## src/rtl/lod_pkg.sv

```systemverilog
// lod_pkg: shared definitions for the multi-lane leading-one detector.
//   pos_w(w)    : width of a bit index into a w-bit vector (at least 1)
//   lod_mode_e  : LOD_ONE detects the leading one, LOD_ZERO the leading zero
//   lod_res_t   : {found, pos} result of a single lane
package lod_pkg;

   localparam int POS_W_MAX = 6;

   function automatic int pos_w(input int w);
      return (w > 1) ? $clog2(w) : 1;
   endfunction

   typedef enum logic [0:0] {
      LOD_ONE  = 1'b0,
      LOD_ZERO = 1'b1
   } lod_mode_e;

   typedef struct packed {
      logic                 found;
      logic [POS_W_MAX-1:0] pos;
   } lod_res_t;

endpackage

```

## src/rtl/lod_seg_enc.sv

```systemverilog
// lod_seg_enc: combinational priority encoder for an N-bit vector.
//   vec_i   : vector to search
//   found_o : vec_i is nonzero
//   pos_o   : index of the most significant set bit (0 when vec_i is zero)
module lod_seg_enc
   import lod_pkg::*;
#(
   parameter int N = 8,
   localparam int PW = pos_w(N)
) (
   input  logic [N-1:0]  vec_i,
   output logic          found_o,
   output logic [PW-1:0] pos_o
);

   // Ascending scan: the highest set bit is the last one to overwrite pos_o.
   always_comb begin
      found_o = |vec_i;
      pos_o   = '0;
      for (int i = 0; i < N; i++) begin
         pos_o = vec_i[i] ? PW'(i) : pos_o;
      end
   end

endmodule

```

## src/rtl/lod_pipe.sv

```systemverilog
// lod_pipe: multi-lane pipelined leading-one detector with valid/ready flow.
//   clk, rst_n            : clock, asynchronous active-low reset
//   valid_in / ready_o    : upstream handshake (ready_o is combinational from ready_i)
//   mode_in               : 0 = leading one of data, 1 = leading one of ~data
//   data_in               : LANES lanes, lane k at [k*W +: W]
//   valid_out / ready_i   : downstream handshake
//   lod_pos, found        : per-lane MSB index of the operand and nonzero flag
//   norm_shift            : per-lane W-1-lod_pos, 0 when the operand is zero
module lod_pipe
   import lod_pkg::*;
#(
   parameter int W      = 32,
   parameter int LANES  = 4,
   parameter int STAGES = 2,
   parameter int SEG    = 8
) (
   input  logic                          clk,
   input  logic                          rst_n,
   input  logic                          valid_in,
   output logic                          ready_o,
   input  logic                          mode_in,
   input  logic [LANES*W-1:0]            data_in,
   output logic                          valid_out,
   input  logic                          ready_i,
   output logic [LANES*pos_w(W)-1:0]     lod_pos,
   output logic [LANES-1:0]              found,
   output logic [LANES*pos_w(W)-1:0]     norm_shift
);

   localparam int PW  = pos_w(W);
   localparam int NST = (STAGES == 2) ? 2 : 1;

   if (STAGES != 1 && STAGES != 2) begin : g_bad_stages
      $error("lod_pipe: STAGES must be 1 or 2");
   end

   logic [NST-1:0]       v_q, v_d;
   logic                 ld0_s, ld_last_s, last_in_valid_s;
   logic [LANES*W-1:0]   opnd_s;
   logic [LANES-1:0]     res_found_s;
   logic [LANES*PW-1:0]  res_pos_s;
   logic [LANES*PW-1:0]  shift_d;
   logic [LANES-1:0]     found_q;
   logic [LANES*PW-1:0]  pos_q, shift_q;

   // Last stage may load when empty or when downstream takes its beat.
   assign ld_last_s = !v_q[NST-1] || ready_i;

   // Per-lane mode inversion of the incoming beat.
   always_comb begin
      opnd_s = '0;
      for (int k = 0; k < LANES; k++) begin
         opnd_s[k*W +: W] = (mode_in == LOD_ZERO) ? ~data_in[k*W +: W] : data_in[k*W +: W];
      end
   end

   if (NST == 1) begin : g_one
      assign ld0_s           = ld_last_s;
      assign last_in_valid_s = valid_in;

      // Single stage: only the output register follows the input.
      always_comb begin
         v_d[0] = ld_last_s ? valid_in : v_q[0];
      end

      for (genvar k = 0; k < LANES; k++) begin : g_lane
         lod_seg_enc #(.N(W)) u_enc (
            .vec_i   (opnd_s[k*W +: W]),
            .found_o (res_found_s[k]),
            .pos_o   (res_pos_s[k*PW +: PW])
         );
      end
   end else begin : g_two
      localparam int NSEG = W / SEG;
      localparam int SPW  = pos_w(SEG);
      localparam int SIW  = pos_w(NSEG);

      logic [LANES*NSEG-1:0]     sf_d, sf_q;
      logic [LANES*NSEG*SPW-1:0] sp_d, sp_q;

      assign ld0_s           = !v_q[0] || ld_last_s;
      assign last_in_valid_s = v_q[0];

      // Two stages: each stage advances when it is allowed to load.
      always_comb begin
         v_d[0]     = ld0_s ? valid_in : v_q[0];
         v_d[NST-1] = ld_last_s ? v_q[0] : v_q[NST-1];
      end

      for (genvar k = 0; k < LANES; k++) begin : g_lane
         logic [SIW-1:0] seg_idx_s;
         logic [SPW-1:0] loc_pos_s;

         for (genvar g = 0; g < NSEG; g++) begin : g_seg
            lod_seg_enc #(.N(SEG)) u_enc (
               .vec_i   (opnd_s[k*W + g*SEG +: SEG]),
               .found_o (sf_d[k*NSEG + g]),
               .pos_o   (sp_d[(k*NSEG + g)*SPW +: SPW])
            );
         end

         // Highest segment holding a one; its found also is the lane found.
         lod_seg_enc #(.N(NSEG)) u_sel (
            .vec_i   (sf_q[k*NSEG +: NSEG]),
            .found_o (res_found_s[k]),
            .pos_o   (seg_idx_s)
         );

         // Absolute position = segment base + position inside the segment.
         always_comb begin
            loc_pos_s = sp_q[(k*NSEG + int'(seg_idx_s))*SPW +: SPW];
            res_pos_s[k*PW +: PW] = PW'(int'(seg_idx_s) * SEG + int'(loc_pos_s));
         end
      end

      // Stage-1 segment results; only real beats overwrite them.
      always_ff @(posedge clk or negedge rst_n) begin
         if (!rst_n) begin
            sf_q <= '0;
            sp_q <= '0;
         end else if (ld0_s && valid_in) begin
            sf_q <= sf_d;
            sp_q <= sp_d;
         end
      end
   end

   // Normalisation shift, forced to zero for an all-zero operand.
   always_comb begin
      shift_d = '0;
      for (int k = 0; k < LANES; k++) begin
         shift_d[k*PW +: PW] = res_found_s[k] ? (PW'(W - 1) - res_pos_s[k*PW +: PW]) : '0;
      end
   end

   // Stage valid bits.
   always_ff @(posedge clk or negedge rst_n) begin
      if (!rst_n) begin
         v_q <= '0;
      end else begin
         v_q <= v_d;
      end
   end

   // Output register; held while the downstream stalls.
   always_ff @(posedge clk or negedge rst_n) begin
      if (!rst_n) begin
         found_q <= '0;
         pos_q   <= '0;
         shift_q <= '0;
      end else if (ld_last_s && last_in_valid_s) begin
         found_q <= res_found_s;
         pos_q   <= res_pos_s;
         shift_q <= shift_d;
      end
   end

   assign ready_o    = ld0_s;
   assign valid_out  = v_q[NST-1];
   assign found      = found_q;
   assign lod_pos    = pos_q;
   assign norm_shift = shift_q;

endmodule

```

## config.mk

```make
export PLATFORM = sky130hd
export DESIGN_NAME = lod_pipe
export DESIGN_NICKNAME = d
export VERILOG_FILES = /design/src/rtl/lod_pkg.sv /design/src/rtl/lod_seg_enc.sv /design/src/rtl/lod_pipe.sv
export SDC_FILE = /design/constraint.sdc
export NUM_CORES = 1
export LEC_CHECK = 0
export ABC_AREA = 1
export ABC_CLOCK_PERIOD_IN_PS = 1400
export CORE_ASPECT_RATIO = 0.9
export CORE_MARGIN = 5
export CORE_UTILIZATION = 35
export DETAILED_ROUTE_END_ITERATION = 7
export SYNTH_ARGS = -nofsm -noshare
export SYNTH_HDL_FRONTEND = slang
export SYNTH_SLANG_ARGS = --single-unit
```

## constraint.sdc

```tcl
create_clock -name clk -period 1.4 [get_ports clk]
set_clock_uncertainty 0.05 [all_clocks]
set_input_delay 0.14 -clock clk [delete_from_list [all_inputs] [get_ports clk]]
set_output_delay 0.14 -clock clk [all_outputs]
set_load 0.05 [all_outputs]
```

# Word level (Yosys, flattened, before mapping)
# Index checks and enable logic that the tools add are counted.
[op_classes]
n_addsub = 11
mul = 4
shift = 4
n_mux = 132
bitwise_logic = 4
reduce_logical = 26
[op_table]
columns = ["cell", "n"]
rows = [
  ["$mux W3", 96],
  ["$mux W32", 4],
  ["$not A32 Y32", 4],
  ["$reduce_or A8 Y1", 16],
  ["$shiftx A48 B8 Y3", 2],
  ["$shiftx A48 B5 Y3", 1],
  ["$shiftx A48 B7 Y3", 1],
  ["$add A5 B3 Y5", 4],
  ["$mux W1", 20],
  ["$mux W5", 4],
  ["$sub A5 B5 Y5 const A", 4],
  ["$mux W2", 8],
  ["$reduce_or A4 Y1", 4],
  ["$mul A5 B2 Y7 const B", 2],
  ["$add A4 B2 Y5 const A", 2],
  ["$mul A4 B2 Y6 const B", 1],
  ["$add A3 B2 Y4 const A", 1],
  ["$mul A2 B2 Y4 const B", 1],
  ["$logic_and A1 B1 Y1", 2],
  ["$logic_not A1 Y1", 2],
  ["$logic_or A1 B1 Y1", 2],
]
[totals]
ff_bits = 110
input_bits = 133
output_inout_bits = 46
elab_cells = 188

# Depth between registers and ports, before layout
# Gate-level depths: netlist of the first run.
[logic_depth]
depth_word = 9
depth_mapped = 10
ltp_nobuf = 8

# Cells and area by module
# From an unflattened synthesis of the first run, not the netlist that was laid out.
[hier_totals]
hier_cells = 1052
hier_area_um2 = 7250.7
[modules_own_cells]
columns = ["module", "instances", "cells_per_inst", "area_per_inst_um2", "seq_area_each_um2"]
rows = [
  ["lod_pipe", 1, 700, 5879.4, 2752.6],
  ["lod_seg_enc at g_two.g_lane[0].g_seg[0].u_enc ...", 16, 20, 77.6, 0.0],
  ["lod_seg_enc at g_two.g_lane[0].u_sel ...", 4, 8, 32.5, 0.0],
]

# Least setup slack after synthesis of the first run
# OpenSTA, ideal clock, no wires.
[synth_timing]
path_kind = "flip-flop to flip-flop"
start = "register v_q[1]"
end = "register g_two.sf_q[10]"
setup_time_ns = 0.135
arrival_ns = 1.999
t_required_ns = 1.215
setup_slack_ns = -0.783
stages_incl_launch_ff = 8
n_path_buf = 2
synth_period_minus_slack_ns = 2.183
cell_sequence = "dfrtp_1 -> nand3_1 -> nand2_1 -> inv_1 -> buf_2 -> buf_2 -> nand2_1 -> o211ai_1"
[synth_between]
elab_chain_cells = 4
[synth_lines]
columns = ["element", "line", "rtl"]
rows = [
  ["from (decl)", "lod_pipe.sv:37", "logic [NST-1:0] v_q, v_d;"],
  ["from (signal assigned)", "lod_pipe.sv:141", "v_q <= v_d;"],
  ["$logic_not A1 Y1", "lod_pipe.sv:47", "assign ld_last_s = !v_q[NST-1] || ready_i;"],
  ["$logic_or A1 B1 Y1", "lod_pipe.sv:47", ""],
  ["$logic_or A1 B1 Y1", "lod_pipe.sv:81", "assign ld0_s = !v_q[0] || ld_last_s;"],
  ["via ready_o", "lod_pipe.sv:20", "output logic ready_o,"],
  ["$logic_and A1 B1 Y1", "lod_pipe.sv:121", "end else if (ld0_s && valid_in) begin"],
  ["to (signal assigned)", "lod_pipe.sv:119", "sf_q <= '0;"],
  ["to (signal assigned)", "lod_pipe.sv:122", "sf_q <= sf_d;"],
  ["to (decl)", "lod_pipe.sv:78", "logic [LANES*NSEG-1:0] sf_d, sf_q;"],
]
# The timed path passes the listed nets, and every way through them passes these cells.
# A chain may end at the register's enable or synchronous reset.

# Worst setup path after layout of the first run
[layout_timing]
start = "register v_q[1]"
end = "output port ready_o"
[layout_between]
elab_chain_cells = 3
[layout_lines]
columns = ["element", "line"]
rows = [
  ["$logic_not A1 Y1", "lod_pipe.sv:47"],
  ["$logic_or A1 B1 Y1", "lod_pipe.sv:47"],
  ["$logic_or A1 B1 Y1", "lod_pipe.sv:81"],
  ["to (decl)", "lod_pipe.sv:20"],
]
# No other way between the ends.

==> results of run 1 <==
-- cell families (layout without fill, tap and decap cells) --
logic type	count (synthesis)	in the layout	share of synthesized area, %
AO/OA/AOI/OAI	160	160	13.0
XOR/XNOR	64	64	8.06
AND/OR/NAND/NOR	529	529	29.4
buffers and inverters	163	401	10.0
flip-flops	110	110	39.6
-- metrics by stage --
stage	hold WS, ns	cells	total power, mW	cell area [um2]
final	0.0698	1519	12.9	10500
after global routing	0.0575	1519	13.7	10500
after CTS	0.0580	1515	12.9	10400
after detailed placement	-0.0955	1498	10.2	10100
after global placement	-0.0950	1498	10.1	10100
after floorplan	-0.206	1026	7.14	7060
-- path summary, 6_finish.rpt --
path,start,endpoint,slack [ns]
worst max-delay path,v_q[1],ready_o,0.05
worst min-delay path,rst_n,lod_pos[10],0.07
worst max register to register,v_q[1],norm_shift[17],0.08
worst min register to register,g_two.sp_q[32],g_two.sp_q[32],0.43
max in group asynchronous,rst_n,g_two.sf_q[14],0.68
min in group clk,mode_in,g_two.sp_q[6],0.37
-- sequential cells by signal (all words and copies together) (netlist names) --
| register | cells |
|---|---|
| g_two.sp_q | 48 |
| found | 4 |
| lod_pos | 20 |
| v_q | 2 |
| g_two.sf_q | 16 |
| norm_shift | 20 |
-- final cells by class --
| cell class | count | area [um2] |
|---|---|---|
| clock inverters | 5 | 67.6 |
| fillers | 1907 | 9210 |
| well taps | 255 | 319 |
| repair buffers | 262 | 3050 |
| multi-input cells | 753 | 3620 |
| flip-flops and latches | 110 | 2750 |
| clock buffers | 11 | 243 |
| inverters | 123 | 472 |
-- power breakdown --
| part | switching, mW | internal, mW |
|---|---|---|
| Sequential | 0.596 | 3.81 |
| Combinational | 3.05 | 2.78 |
| Clock | 1.21 | 1.46 |
-- worst max-delay path, stage by stage (launching register included) --
cell and delay [ns]:
dfrtp_2 0.42, nand3_4 0.10, buf_4 0.16, buf_12 0.14
-- per-layer routing --
| metal | global-route usage (%) | share of wire [%] | up-vias |
|---|---|---|---|
| met5 | 0 | 0 | - |
| met3 | 2.47 | 5.0 | 20 |
| met2 | 22.2 | 39 | 159 |
| met1 | 30.3 | 55 | 3001 |
| li1 | - | - | 3676 |
| met4 | 4.22 | 1.2 | 0 |
-- layout by cell type (no fill, tap or decap), types with 6 or more instances in the layout --
cell             instances
nand2_1                313
nor2_1                 154
clkdlybuf4s50_1        130
inv_1                  120
dfrtp_1                109
o21ai_0                 69
buf_4                   69
buf_12                  57
xor2_1                  54
nand3_1                 39
a21oi_1                 30
a31oi_1                 15
a22oi_1                 14
nand2_2                 12
o21ai_1                 11
o211ai_1                11
clkbuf_16               11
xnor2_1                 10
a22oi_2                  6
-- timing repair --
| item | 4_1_cts | 5_1_grt |
|---|---|---|
| setup endpoints to repair | 1 | 65 |
| cloned | 0 | 2 |
| pin swaps | 0 | 3 |
| hold buffers | 1 | 0 |
| buffers inserted | 0 | 2 |
| hold endpoints to repair | 110 | 0 |
| resized for setup | 1 | 33 |
==> out/qor.yml, run 1 <==
global_route:
  grt_max_degree: 55
  grt_pass1_wl_mm: 32.3
  overflow: 0
  global_route.usage.total_pct: 17.6
  antenna_found_initial: 0
  grt_pass1_vias: 6282
place:
  post-place-ws_ns: -0.208
  routabilityCongestion: 0.836
  port-buffer-count: 178
  dp_hpwl_mm: 16.2
logic_synthesis:
  synthFlopType: "dfrtp_1"
  synth_top_cell_area_share_pct: 39.6
  avgSynthCellArea_um2: 6.78
  synthTopCellsByArea: "dfrtp_1 40%, nand2_1 18%, nor2_1 8.6%, xor2_1 6.8%, inv_1 6.6%"
  synth_edf_count: 0
  synth_cells: 1026
  synth_nets: 1159
  synth_top_cell_by_area: "dfrtp_1"
  yosysSeqAreaShare_pct: 39.6
  synth_warnings: 0
  synth_seq_cells: 110
  synth_most_common_cell: "nand2_1"
  netlist_area_um2: 6950
  synth.top_cells.by_count: "326 x nand2_1, 159 x nor2_1, 122 x inv_1"
  synth.distinct_cells: 22
  synthArstFlopShare_pct: 100
worst_setup_path:
  cp_max_fo: 3
  crit_arrival_ns: 1.16
  end_kind: "output pin"
  critical_path_class: "register to output pin"
  start_kind: "register"
  r2r_cells: 5
  critPathRequiredTime_ns: 1.21
final_layout:
  final_util_pct: 53.4
  drive_above_1_share_pct: 14.2
  diodes: 0
  layout.nets: 1392
  area_delta_synth_final_pct: 51.5
sta:
  maxSlewHeadroom_pct: 69.5
  fin_crit_sh_pct: 96.6
  setup_violations: 0
  fmax_mhz: 739
  tightest_slew_ns: 0.453
  slew_viol_final: 0
  fin_tns_setup_ns: 0
  hold_viol: 0
  fin_crit_ns: 1.35
  worst_slack_ns: 0.0469
routing:
  viasPerCell: 4.51
  post_drt_wl_per_cell_um: 13.2
  wl_mm: 20.1
  drc: 0
  drtAntennaViolNets: 0
  first_pass_iters: 5
  drtIter0Drc: 460
  vias: 6856
die:
  fp.dieH_um: 144
  start_util_pct: 35.2
  die_width_um: 159
  dieArea_um2: 22800
  row_count: 49
  core-area_um2: 19700
  io_pins: 179
clock_network:
  cts_made_buffers: 9
  cts_sinks: 110
  htreeDepth: 3
  clockBufferDepth: 2
  clk_pin_slew_ns: 0.08
  cts_tree: "yes"
  cts-root-buf: "clkbuf_16"
  clk_latency_ns: 0.35
worst_hold_path:
  min_path_type: "input pin to asynchronous set/reset pin"
pwr:
  p_leak_nw: 5.19
  peakVddDrop_mv: 0.597
  powerDensity_nw_per_um2: 1230
outcome:
  status: "complete, no violations"
job:
  drv_cap: 0
No activity file was read; power rests on OpenSTA's default activity.
==> run 2, diff against run 1 <==
--- a/config.mk
+++ b/config.mk
@@ -11,6 +11,7 @@
 export CORE_MARGIN = 5
 export CORE_UTILIZATION = 35
 export DETAILED_ROUTE_END_ITERATION = 7
+export HOLD_SLACK_MARGIN = 0.03
 export SYNTH_ARGS = -nofsm -noshare
 export SYNTH_HDL_FRONTEND = slang
 export SYNTH_SLANG_ARGS = --single-unit
==> results of run 2 <==
Same layout as run 1: the final DEF is identical, and so are final timing and power.
==> run 3, diff against run 2 <==
--- a/config.mk
+++ b/config.mk
@@ -9,9 +9,10 @@
 export ABC_CLOCK_PERIOD_IN_PS = 1400
 export CORE_ASPECT_RATIO = 0.9
 export CORE_MARGIN = 5
-export CORE_UTILIZATION = 35
+export CORE_UTILIZATION = 45
 export DETAILED_ROUTE_END_ITERATION = 7
 export HOLD_SLACK_MARGIN = 0.03
+export PLACE_DENSITY = 0.77
 export SYNTH_ARGS = -nofsm -noshare
 export SYNTH_HDL_FRONTEND = slang
 export SYNTH_SLANG_ARGS = --single-unit
==> run 3 against run 2 <==
Critical endpoint unchanged. Combinational power barely moved. Register-to-register slack got worse by 0.03 ns. Via count grew 4.0%. Clock power is 3% lower. Global-route usage increased by 4.2 points. Flip-flop and latch count unchanged. Critical path depth stayed put. Wire length down 1.1%. Final cell count down 3.8%.
==> out/qor.yml, run 3 (same netlist as run 1, synthesis figures left out) <==
place:
  routabilityCongestion: 0.862  # +3.2%
  place_inst: 1440  # -3.9%
  dp_hpwl_mm: 15.6  # -3.8%
  port-buffer-count: 178  # unchanged
worst_setup_path:
  cp-startpoint: "v_q[1]"
  critical_path_class: "register to output pin"
  end_kind: "output pin"
  crit_arrival_ns: 1.16  # about the same
  cp_max_fo: 3  # unchanged
  start_kind: "register"
  r2r_cells: 5  # unchanged
  r2r_end: "norm_shift[15]"
  critPathRequiredTime_ns: 1.21  # about the same
  r2r_slack_ns: 0.05  # -0.03 ns
  r2r_start: "g_two.sf_q[14]"
sta:
  rsz0062_at_grt: "yes"
  setup_violations: 0  # unchanged
  slew_viol_final: 0  # unchanged
  fin_crit_ns: 1.35  # +0.000744 ns
  hold_viol: 0  # unchanged
  tightest_slew_ns: 0.515  # +0.0618 ns
  fin_crit_sh_pct: 96.7  # about the same
  maxSlewHeadroom_pct: 65.7  # -3.8 points
  fmax_mhz: 739  # about the same
routing:
  drtIter0Drc: 529  # +15%
  post_drt_wl_per_cell_um: 13.6  # +2.9%
  drc: 0  # unchanged
  drtAntennaViolNets: 0  # unchanged
  first_pass_iters: 5  # unchanged
  viasPerCell: 4.88  # +8.2%
  vias: 7133  # +4.0%
  wl_mm: 19.9  # -1.1%
clock_network:
  cts_tree: "yes"
  cts_sinks: 110  # unchanged
  clk_latency_ns: 0.35  # about the same
  cts-root-buf: "clkbuf_16"
  clk_pin_slew_ns: 0.07  # about the same
  clockBufferDepth: 2  # unchanged
  htreeDepth: 3  # unchanged
  cts_made_buffers: 9  # unchanged
final_layout:
  drive_above_1_share_pct: 14.1  # -0.023 points
  layout_commonest_cell: "nand2_1"
  layout.nets: 1387  # -0.36%
  fillCellCount: 1276  # -33%
  largest-register: "g_two.sp_q"
  area_delta_synth_final_pct: 49.9
  most-common-layout-cells: "311 x nand2_1, 152 x nor2_1, 130 x clkdlybuf4s50_1"
  diodes: 0  # unchanged
  largest_reg_flops: 48  # unchanged
  final_util_pct: 68.2  # +15 points
  final_cells: 1461  # -3.8%
die:
  dieArea_um2: 18000  # -21%
  row_count: 43  # -12%
  core-area_um2: 15300  # -23%
  fp.dieH_um: 128  # -11%
  start_util_pct: 45.5  # +10 points
  io_pins: 179  # unchanged
  die_width_um: 141  # -11%
pwr:
  seqPwrFrac_pct: 34.5  # +0.4 points
  powerDensity_nw_per_um2: 1230  # +0.42%
  total_power_mw: 12.8  # -0.62%
  p_clk_share_pct: 20.2  # -0.5 points
  switching_power_mw: 4.78  # -1.6%
  power_switching_share_pct: 37.3  # -0.36 points
  peakVddDrop_mv: 0.887  # +49%
  combPwrFrac_pct: 45.4  # +0.2 points
  power.internal_mw: 8.05  # about the same
  p_leak_nw: 5.15  # -0.72%
global_route:
  antenna_found_initial: 0  # unchanged
  grt_pass1_wl_mm: 32.4  # +0.24%
  grt_max_degree: 60  # +9.1%
  grt_pass1_vias: 6625  # +5.5%
  overflow: 0  # unchanged
  global_route.usage.total_pct: 21.8  # +4.2 points
job:
  drv_cap: 0  # unchanged
worst_hold_path:
  min_path_type: "input pin to asynchronous set/reset pin"
outcome:
  status: "complete, no violations"
## run 3: cell types whose count changed in the layout (fill, tap and decap cells not counted), sizes merged
cell	previous run	this run
buf	129	125
clkinv	3	1
clkbuf	13	14
clkinvlp	0	1
inv	124	123
## run 3: critical path, stage by stage (launching register included)
cell     delay, ns
dfrtp_2       0.43
nand3_4       0.10
buf_4         0.16
buf_12        0.14
## run 3: timing repair
action                                  in CTS  in global routing
cloned                                       0                  1
endpoints found under the setup margin      24                 58
pin swaps                                    1                  5
setup buffers                                1                  2
gates resized for setup                      2                 37
hold buffers                                 1                  0
hold endpoints to repair                    29                  0
## run 3: how the worst max path moves through the flow
stage	to	slack [ns]
2_1_floorplan	g_two.sf_q[0]	-0.14
3_3_place_gp	norm_shift[12]	-0.22
3_5_place_dp	norm_shift[10]	-0.30
4_1_cts	lod_pos[1]	0.01
5_1_grt	lod_pos[6]	-0.03
6_report	ready_o	0.05
## run 3: through the flow
step	instance area (um2)	TNS [ns]	setup slack [ns]	hold slack, ns
3_5_place_dp	9980	-17.11	-0.297	0.0987
4_1_cts	10300	0	0.0119	0.271
6_report	10400	0	0.0462	0.259
5_1_grt	10400	-0.0591	-0.0293	0.305
2_1_floorplan	7060	-11.36	-0.145	-0.206
3_3_place_gp	9980	-13.81	-0.221	0.0920
## run 3: power by group through the flow
stage	Clock [mW]	Combinational [mW]	Sequential [mW]
floorplan	0	1.68	5.46
detailed placement	0	5.70	4.47
global placement	0	5.59	4.46
global route	2.75	6.25	4.50
CTS	2.64	5.74	4.41
finish	2.59	5.82	4.42
## run 3: cell type report
class	count	area, um2	area share [%]
clock buffer	13	260	2.50
clock inverter	3	42.5	0.408
inverter	123	467	4.48
multi-input combinational	753	3630	34.8
sequential	110	2760	26.4
tap	202	253	2.42
timing repair buffer	257	3020	29.0
## run 3: layer usage
metal  GRT usage [%]  wire (um)  vias up
met5               0          0        -
met4            5.53        255        0
met3            3.39       1280       17
met2            32.6       8670      210
met1            33.0       9690     3237
li1                -          -     3669
